--- src/rtl/sprite_frame_sequencer_pkg.sv ---
// Sprite bus word layout, reserved component IDs and the sequencer state encoding.
package sprite_bus_pkg;

    localparam int COMP_MSB  = 31;
    localparam int COMP_LSB  = 26;
    localparam int CHILD_MSB = 25;
    localparam int CHILD_LSB = 21;
    localparam int ACT_MSB   = 20;
    localparam int ACT_LSB   = 17;
    localparam int TYPE_MSB  = 16;
    localparam int TYPE_LSB  = 14;
    localparam int TOG_BIT   = 13;
    localparam int DATA_MSB  = 12;
    localparam int DATA_LSB  = 0;

    localparam logic [5:0] COMMIT_ID  = 6'h3F;
    localparam logic [5:0] NULL_ID    = 6'h00;
    localparam logic [3:0] ACT_TOGGLE = 4'hF;
    localparam logic [3:0] ACT_UPDATE = 4'h1;

    typedef enum logic [1:0] {
        IDLE,
        WAIT_VB,
        BCAST
    } seq_state_t;

    // Builds a bus word with the child field cleared.
    function automatic logic [31:0] make_word(input logic [5:0]  comp,
                                              input logic [3:0]  action,
                                              input logic [2:0]  wtype,
                                              input logic        tog,
                                              input logic [12:0] data);
        return {comp, 5'd0, action, wtype, tog, data};
    endfunction

endpackage

--- src/rtl/sprite_frame_sequencer_fifo.sv ---
// Synchronous FIFO holding host command words. Head word is visible on rd_data
// whenever empty is low; a push is taken at full when a pop happens in the same cycle.
module sync_fifo #(
    parameter int WIDTH = 32,
    parameter int DEPTH = 16
) (
    input  logic             clk,
    input  logic             reset,
    input  logic             wr_en,
    input  logic [WIDTH-1:0] wr_data,
    input  logic             rd_en,
    output logic [WIDTH-1:0] rd_data,
    output logic             full,
    output logic             empty
);
    localparam int AW = $clog2(DEPTH);

    logic [WIDTH-1:0] r_mem [DEPTH];
    logic [AW-1:0]    r_wr_ptr;
    logic [AW-1:0]    r_rd_ptr;
    logic [AW:0]      r_count;
    logic             w_push;
    logic             w_pop;

    assign full    = (r_count == (AW+1)'(DEPTH));
    assign empty   = (r_count == '0);
    assign w_pop   = rd_en && !empty;
    assign w_push  = wr_en && (!full || w_pop);
    assign rd_data = r_mem[r_rd_ptr];

    // Storage array; no reset needed since the count guards every read.
    always_ff @(posedge clk) begin
        if (w_push) begin
            r_mem[r_wr_ptr] <= wr_data;
        end
    end

    // Pointer and occupancy bookkeeping.
    always_ff @(posedge clk or posedge reset) begin
        if (reset) begin
            r_wr_ptr <= '0;
            r_rd_ptr <= '0;
            r_count  <= '0;
        end else begin
            if (w_push) begin
                r_wr_ptr <= r_wr_ptr + 1'b1;
            end
            if (w_pop) begin
                r_rd_ptr <= r_rd_ptr + 1'b1;
            end
            case ({w_push, w_pop})
                2'b10:   r_count <= r_count + 1'b1;
                2'b01:   r_count <= r_count - 1'b1;
                default: r_count <= r_count;
            endcase
        end
    end

endmodule

--- src/rtl/sprite_frame_sequencer.sv ---
// Replays queued host words onto the sprite bus tagged with the back-buffer index,
// and turns a COMMIT word into a buffer-toggle broadcast at the next vblank start.
module sprite_frame_sequencer
    import sprite_bus_pkg::*;
#(
    parameter int FIFO_DEPTH = 16,
    parameter int NUM_IDS    = 16,
    parameter int V_ACTIVE   = 480
) (
    input  logic        clk,
    input  logic        reset,
    input  logic        cmd_valid,
    input  logic [31:0] cmd_data,
    output logic        cmd_ready,
    input  logic [9:0]  hcount,
    input  logic [9:0]  vcount,
    output logic [31:0] writedata,
    output logic        front_buf,
    output logic [15:0] frame_count,
    output logic        commit_done
);
    seq_state_t  r_state;
    logic [5:0]  r_id;
    logic [31:0] r_writedata;
    logic        r_front_buf;
    logic [15:0] r_frame_count;
    logic        r_commit_done;

    logic [31:0] w_head;
    logic        w_full;
    logic        w_empty;
    logic        w_push;
    logic        w_pop;
    logic [5:0]  w_head_comp;
    logic [3:0]  w_head_act;
    logic        w_is_commit;
    logic        w_is_drop;
    logic        w_vb_start;
    logic        w_last_id;
    logic [31:0] w_bcast_word;

    assign cmd_ready = !w_full;
    assign w_push    = cmd_valid && !w_full;
    assign w_pop     = (r_state == IDLE) && !w_empty;

    sync_fifo #(
        .WIDTH(32),
        .DEPTH(FIFO_DEPTH)
    ) u_fifo (
        .clk    (clk),
        .reset  (reset),
        .wr_en  (w_push),
        .wr_data(cmd_data),
        .rd_en  (w_pop),
        .rd_data(w_head),
        .full   (w_full),
        .empty  (w_empty)
    );

    assign w_head_comp  = w_head[COMP_MSB:COMP_LSB];
    assign w_head_act   = w_head[ACT_MSB:ACT_LSB];
    assign w_is_commit  = (w_head_comp == COMMIT_ID) && (w_head_act == ACT_TOGGLE);
    // Component 0 is the bus no-op and other 0x3F words are reserved, so neither is forwarded.
    assign w_is_drop    = (w_head_comp == NULL_ID) || (w_head_comp == COMMIT_ID);
    assign w_vb_start   = (vcount == 10'(V_ACTIVE)) && (hcount == 10'd0);
    assign w_last_id    = (r_id == 6'(NUM_IDS));
    assign w_bcast_word = make_word(r_id, ACT_TOGGLE, 3'd0, ~r_front_buf, 13'd0);

    // Sequencer FSM with registered bus word, buffer index and commit counter.
    always_ff @(posedge clk or posedge reset) begin
        if (reset) begin
            r_state       <= IDLE;
            r_id          <= 6'd0;
            r_writedata   <= 32'h0;
            r_front_buf   <= 1'b0;
            r_frame_count <= 16'h0;
            r_commit_done <= 1'b0;
        end else begin
            r_writedata   <= 32'h0;
            r_commit_done <= 1'b0;
            case (r_state)
                IDLE: begin
                    if (!w_empty) begin
                        if (w_is_commit) begin
                            r_state <= WAIT_VB;
                        end else if (!w_is_drop) begin
                            r_writedata <= {w_head[COMP_MSB:TOG_BIT+1], ~r_front_buf,
                                            w_head[DATA_MSB:DATA_LSB]};
                        end
                    end
                end
                WAIT_VB: begin
                    if (w_vb_start) begin
                        r_id    <= 6'd1;
                        r_state <= BCAST;
                    end
                end
                BCAST: begin
                    r_writedata <= w_bcast_word;
                    r_id        <= r_id + 6'd1;
                    if (w_last_id) begin
                        r_front_buf   <= ~r_front_buf;
                        r_frame_count <= r_frame_count + 16'd1;
                        r_commit_done <= 1'b1;
                        r_state       <= IDLE;
                    end
                end
                default: r_state <= IDLE;
            endcase
        end
    end

    assign writedata   = r_writedata;
    assign front_buf   = r_front_buf;
    assign frame_count = r_frame_count;
    assign commit_done = r_commit_done;

endmodule

--- config.mk ---
export PLATFORM = sky130hd
export DESIGN_NAME = sprite_frame_sequencer
export DESIGN_NICKNAME = d
export VERILOG_FILES = /design/src/rtl/sprite_frame_sequencer_pkg.sv /design/src/rtl/sprite_frame_sequencer_fifo.sv /design/src/rtl/sprite_frame_sequencer.sv
export SDC_FILE = /design/constraint.sdc
export NUM_CORES = 1
export LEC_CHECK = 0
export BUFFER_PORTS_ARGS = -buffer_cell sky130_fd_sc_hd__buf_2
export CELL_PAD_IN_SITES_DETAIL_PLACEMENT = 1
export CELL_PAD_IN_SITES_GLOBAL_PLACEMENT = 1
export CORE_AREA = 5 5 208 210
export DETAILED_ROUTE_END_ITERATION = 10
export DIE_AREA = 0 0 213 215
export MAX_ROUTING_LAYER = met4
export PLACE_DENSITY_LB_ADDON = 0.1
export SLEW_MARGIN = 25
export SYNTH_ARGS = -nofsm -noshare
export SYNTH_HDL_FRONTEND = slang
export SYNTH_SLANG_ARGS = --single-unit
--- constraint.sdc ---
create_clock -name clk -period 5.45 [get_ports clk]
set_input_delay 0.545 -clock clk [delete_from_list [all_inputs] [get_ports clk]]
set_output_delay 0.545 -clock clk [all_outputs]
set_load 0.1 [all_outputs]
# Word-level counts from Yosys, hierarchy flattened
# Memories as Yosys holds them, arrays and structs flattened.
# Index checks and enable logic that the tools add are counted.
# totals
mem_count,1
out_inout_bits,51
inputBits,55
elab_cells,65
mem_bits_rw,512
reg_bits,71
# memory_table
memory,depth,width,read_ports,rd_ports_with_merged_regs,wr,line_no,text
u_fifo.r_mem,16,32,1,0,1,sprite_frame_sequencer_fifo.sv:18,logic [WIDTH-1:0] r_mem [DEPTH];
# op_classes
n_reduce_logical,19
mux,16
bitwise_logic,1
n_addsub,6
n_eq_ne,13
# op_table
op,count
2-to-1 mux 32 bit,3
one-hot mux 32 bit (2 select lines),1
adder 16 x 1 -> 16 bit (second input constant),1
one-hot mux 6 bit (2 select lines),1
== test 10 x 9 -> 1 bit (second input constant),1
zero test 10 bit,1
one-hot mux 5 bit (2 select lines),1
adder 4 x 1 -> 4 bit (second input constant),2
2-to-1 mux 2 bit,4
inequality test 2 bit (second input constant),4
adder 6 x 1 -> 6 bit (second input constant),1
== test 6 x 5 -> 1 bit (second input constant),1
== test 6 bit (second input constant),1
logical AND 1 bit,6
zero test 6 bit,1
2-to-1 mux 6 bit,1
one-hot mux 2 bit (3 select lines),1
adder 5 x 1 -> 5 bit (second input constant),1
== test 5 bit (second input constant),1
zero test 5 bit,1
subtractor 5 x 1 -> 5 bit (second input constant),1
== test 2 x 1 -> 1 bit (second input constant),2
== test 2 bit (second input constant),2
== test 4 bit (second input constant),1
8 further kinds,15

# Depth between registers and ports, before layout
# depth
ltp_word,8
depth_mapped,14
depth_no_buf,13

# By module
# From an unflattened synthesis, not the netlist that was laid out.
# unflattened
hier_cells,1078
hier_area_um2,22481.6
# by_module_without_submodules
mod,cells_each,instances,area_each_um2,seq_area_each_um2
sync_fifo,881,1,20069.2,15700.1
sprite_frame_sequencer,197,1,2412.3,1451.4

# Worst setup path before layout
# OpenSTA, ideal clock, no wires.
# synth_path
kind,register to register
start,reg u_fifo.r_count[0]
end,mem u_fifo.r_mem[3][0] (enable)
arrival_ns,3.919
setup_slack_ns,1.073
synth_period_minus_slack_ns,4.377
path_stages_with_launch,7
setup_ns,0.458
n_path_buf,1
required_ns,4.992
cell_sequence,dfrtp_1 -> nor4_1 -> nand2_1 -> and2_1 -> clkbuf_1 -> nand2_1 -> nor3_1
# synth_between
word_cells_on_any_way,11
classes_between,1 x eq/ne; 2 x mux; 8 x reduce/logical
# synth_lines
item,line_no,text
start: declaration,sprite_frame_sequencer_fifo.sv:21,logic [AW:0] r_count;
start signal: assignment,sprite_frame_sequencer_fifo.sv:52,2'b10: r_count <= r_count + 1'b1;
start signal: assignment,sprite_frame_sequencer_fifo.sv:53,2'b01: r_count <= r_count - 1'b1;
start signal: assignment,sprite_frame_sequencer_fifo.sv:54,default: r_count <= r_count;
== test 5 bit *,sprite_frame_sequencer_fifo.sv:25,assign full = (r_count == (AW+1)'(DEPTH));
zero test 1 bit *,n/a,
via cmd_ready,sprite_frame_sequencer.sv:14,"output logic cmd_ready,"
logical AND 1 bit or logical OR 1 bit (tied branches),"sprite_frame_sequencer.sv:43, sprite_frame_sequencer_fifo.sv:28",
logical AND 1 bit *,sprite_frame_sequencer_fifo.sv:28,assign w_push = wr_en && (!full || w_pop);
2-to-1 mux 1 bit *,sprite_frame_sequencer_fifo.sv:33,if (w_push) begin
2-to-1 mux 1 bit (not written as such) *,sprite_frame_sequencer_fifo.sv:34,r_mem[r_wr_ptr] <= wr_data;
end: declaration,sprite_frame_sequencer_fifo.sv:18,
# Mark *: on every way through the listed nets, which the timed path passes. The rest lies on a longest branch.

# Final worst setup path
# layout_path
start,reg u_fifo.r_rd_ptr[2]
end,reg r_writedata[21] (netlist: writedata[21])
# layout_between
elab_chain_cells,7
word_cells_on_any_way,10
classes_between,2 x eq/ne; 4 x mux; 3 x reduce/logical; 1 x memory
# layout_lines
item,line_no,text
start: declaration,sprite_frame_sequencer_fifo.sv:20,logic [AW-1:0] r_rd_ptr;
start signal: assignment,sprite_frame_sequencer_fifo.sv:49,r_rd_ptr <= r_rd_ptr + 1'b1;
memory (16 x 32 bit) *,n/a,
== test 6 bit or zero test 6 bit (tied branches),"sprite_frame_sequencer.sv:62, sprite_frame_sequencer.sv:64",
logical OR 1 bit,sprite_frame_sequencer.sv:64,assign w_is_drop = (w_head_comp == NULL_ID) || (w_head_comp == COMMIT_ID);
2-to-1 mux 32 bit,sprite_frame_sequencer.sv:86,end else if (!w_is_drop) begin
2-to-1 mux 32 bit *,sprite_frame_sequencer.sv:84,if (w_is_commit) begin
2-to-1 mux 32 bit *,sprite_frame_sequencer.sv:83,if (!w_empty) begin
one-hot mux 32 bit (2 select lines) *,sprite_frame_sequencer.sv:81,case (r_state)
end signal: assignment,sprite_frame_sequencer.sv:87,"r_writedata <= {w_head[COMP_MSB:TOG_BIT+1], ~r_front_buf,"
end signal: assignment,sprite_frame_sequencer.sv:99,r_writedata <= w_bcast_word;
end: declaration,sprite_frame_sequencer.sv:24,logic [31:0] r_writedata;
# Mark *: on every way between the ends. The rest lies on a longest branch, timed or not.
# A chain may end at the register's enable or synchronous reset.

==> implementation parameters <==
Parameter                              Value

Outcome
  Outcome    complete, no violations

Setup path
  Internal reg-to-reg setup slack    1.61 ns
  Cells on worst reg2reg path    8
  Crit path cell chain    buf_4 -> mux4_2 -> o22ai_1 -> o2bb2a_4 -> or2_1 -> o31ai_4 -> buf_4 -> nor3b_2
  Arrival time of the worst setup path    4.29 ns
  Cell type with the highest occurrence count on the critical path    buf_4
  Highest cell delay on the worst timing path    0.97 ns
  Worst reg2reg endpoint    writedata[21]
  Reg-to-Reg Start    u_fifo.r_rd_ptr[2]
  Family with the most delay on the worst path    compound AO/OA/AOI/OAI gates
  Category of the worst setup path capture point    flip-flop
  Cell with the biggest individual delay on the critical path    dfrtp_2
  CP Launch Type    flip-flop
  Critical path data required time    5.90 ns
  Worst setup path category    reg -> reg
  Startpoint of the worst setup timing path    u_fifo.r_rd_ptr[2]
  Number of buffer and inverter stages on the critical path    2
  Crit path max fanout    28

Worst hold path
  Hold Path Sink    u_fifo.r_mem[15][24]
  Startpoint of the lowest-slack hold path    cmd_data[24]
  Tightest Hold Check Type    in -> reg
  WHS Path Cells    1

Timing
  Fmax    260 MHz
  Final total negative setup slack    0 ns
  Post-route fraction of the period consumed by the critical path    70.5%
  Worst Clk Skew    0.0132 ns
  Clock period minus final worst setup slack    3.84 ns
  Fin. max-slew vios    0
  Transition at the pin with the smallest max-transition slack    1.04 ns
  Number of setup violations in the final report    0
  Setup repair after global routing missed its margin    no
  Final Hold Fails    0
  Worst rel slew slack    30.5%

Synth
  Synthesized area divided by synthesized cell count    22.1 µm²
  Arithmetic-cell share of the synthesized area counting full adders, half adders and majority gates    0.763%
  Leading cell types by total area after synthesis    edfxtp_1 67%, mux4_2 12%, dfrtp_1 8.0%, mux4_1 3.2%, nor3b_2 1.2%
  Synth Warn #    0
  Netlist area before placement    22300 µm²
  Sequential element share of the synthesized area    74.8%
  Parity-gate share of the synthesized area counting xor and xnor cells    1.14%
  Dominant combinational cell family by area after synthesis    multiplexers
  Count of different cell masters after synthesis    58
  Post-synth net total    1076
  Synth Area in Compound Gates    1.52%
  Async set or reset register ratio after synthesis    12.5%
  Simple-gate portion of the synthesized area    3.69%
  Share of the synthesized area in the top cell type    66.8%
  Post-Syn Instances    1008
  Leading area contributor after synthesis    edfxtp_1
  Share of cell area taken by muxes after synthesis    15.6%
  FF+latch count, synth    567
  Number of enable-type register cells in the synthesized netlist    496
  Top FF cell, synth    edfxtp_1

Finish
  Fill cells    3428
  Total area of sequential cells    16700 µm²
  Area of the multi-input gates    5180 µm²
  Share of post-route cells with drive strength above 1    32.2%
  Final net count    1220
  Syn-to-layout area delta    12.6%

Clock network
  # resized after CTS    0
  Clock tree from TritonCTS    done
  Max Buffers Root-to-Sink    3
  Clock transition at path regs    0.06 ns
  Inserted Clock Buffers    58
  Clock Root Buffer    clkbuf_16
  Clock Latency Late Sink    0.61 ns
  Number of levels in the clock H-tree    2
  Sinks on the clock net    567

Power
  NetSw    4720 µW
  Int Pwr    9130 µW
  Clock Power Share    26.4%
  Power Density    552 nW/µm²
  Leakage power figure    0.00862 µW
  Sw Share    34.1%
  Reg power frac    41.7%
  IR Drop Worst-Case VDD    409 µV
  Tot Pwr    13800 µW
  Fraction of power consumed by combinational cells    31.9%

Route
  First-pass DRT Iterations    5
  Detailed-route via count    10400
  Iteration-0 DRC Markers    937
  Total routed wirelength    48.8 mm
  Via density per instance    5.98
  Wirelength per Cell    28.0 µm
  Final routed DRC violation total    0
  Number of nets still failing antenna checks after routing    0

GRT
  GRT Residual Overflow    0
  Maximum number of pins on one net before global-route repair    68
  Antenna violations before repair    3
  Number of global-route vias before repair    11200
  Global-route wire length before repair    73.7 mm
  Combined global-route utilization of all metal layers    22.5%

Floorplanning
  Total die area    45800 µm²
  Width of the chip    213 µm
  Initial standard-cell utilization of the core    53.9%
  Vertical die dimension    215 µm
  Row Count    75
  Placeable core region    41400 µm²
  I/O pins    106

Placement
  Last weighted congestion value of the routability-driven placer    0.721
  Detail Placement HPWL    28.4 mm
  Port buffer count    104

Job
  Reported max-cap violation count    0
-- cell usage in the layout, fill, tap and decap left out, drive strengths merged, types with 5 or more instances in the layout --
master  Yosys  final
nor2       26     26
edfxtp    496    496
inv        16     17
nor2b       5      5
xor2       10     10
nand3       8      8
nand4       8      8
and3        6      6
ha         12     12
nor3b      21     21
buf        37    131
clkbuf      8     77
xnor2      19     19
dfrtp      71     71
o21ai      22     22
mux2i       5      5
a22oi       7      7
nand2      33     33
clkinv      0     27
mux4      146    146
-- synth_stat cells, drive strengths merged (10+ instances only) --
library cell	instances
edfxtp	496
mux4	146
dfrtp	71
buf	37
nand2	33
nor2	26
o21ai	22
nor3b	21
xnor2	19
inv	16
ha	12
xor2	10
-- worst max-delay path by stage --
stage | to | cells past startpoint
floorplan | u_fifo.r_mem[3][0] | 6
global placement | writedata[0] | 8
detailed placement | writedata[2] | 8
CTS | writedata[21] | 8
global route | writedata[21] | 8
finish | writedata[21] | 8
-- sequential cells by signal, indices dropped and copies added, names as in the netlist --
signal and cells:
u_fifo.r_mem 496, writedata 32, frame_count 16, r_id 6
u_fifo.r_count 5, u_fifo.r_rd_ptr 4, u_fifo.r_wr_ptr 4, r_state 2
commit_done 1, front_buf 1
-- timing repair --
item                                   CTS  global route
hold buffers                             1             0
buffers inserted                         0             0
endpoints found under the hold margin    4             0
-- cell families after synthesis --
logic type | after synthesis
adders and majority gates | 13
muxes | 155
AOI/OAI and AO/OA | 50
xor gates and xnor gates | 29
DFF | 567
and+or+nand+nor | 130
buffers and inverters | 64
-- per-layer routing --
metal  up-vias  GRT usage [%]  part of all wire, %
li1       4471              -                    -
met1      5575           32.1                   43
met3        72           4.14                  6.2
met4         0           4.63                  1.9
met2       305           34.9                   49
met5         -              -                    0
-- power groups by stage --
| stage | combinational, µW | sequential, µW | clock [µW] |
|---|---|---|---|
| after floorplan | 2960 | 6380 | 0 |
| after global placement | 4400 | 5850 | 0 |
| after detailed placement | 4480 | 5880 | 0 |
| after CTS | 4490 | 5790 | 3740 |
| after global routing | 4690 | 5840 | 3960 |
| final | 4420 | 5770 | 3650 |
-- through the flow --
| step | util [%] | hold slack, ns | worst slack [ns] | std cells | instance area (µm²) |
|---|---|---|---|---|---|
| after CTS | 60.6 | 0.274 | 1.59 | 1740 | 25100 |
| final | 60.6 | 0.310 | 1.61 | 1744 | 25100 |
| after detailed placement | 56.4 | 0.457 | 1.61 | 1630 | 23300 |
| after global placement | 56.4 | 0.457 | 1.67 | 1630 | 23300 |
| after global routing | 60.6 | 0.285 | 1.47 | 1743 | 25100 |
| after floorplan | - | 0.473 | 1.07 | 1008 | 22300 |
-- layout make-up --
cell class / instances / share of cell area, %
Clock buffer: 77 / 6.19
Antenna cell: 4 / 0.0399
Inverter: 16 / 0.244
Sequential cell: 567 / 66.5
Clock inverter: 32 / 0.813
Multi-Input combinational cell: 377 / 20.6
Tap cell: 539 / 2.69
Timing Repair Buffer: 132 / 2.92
No activity file was read; power rests on OpenSTA's default activity.
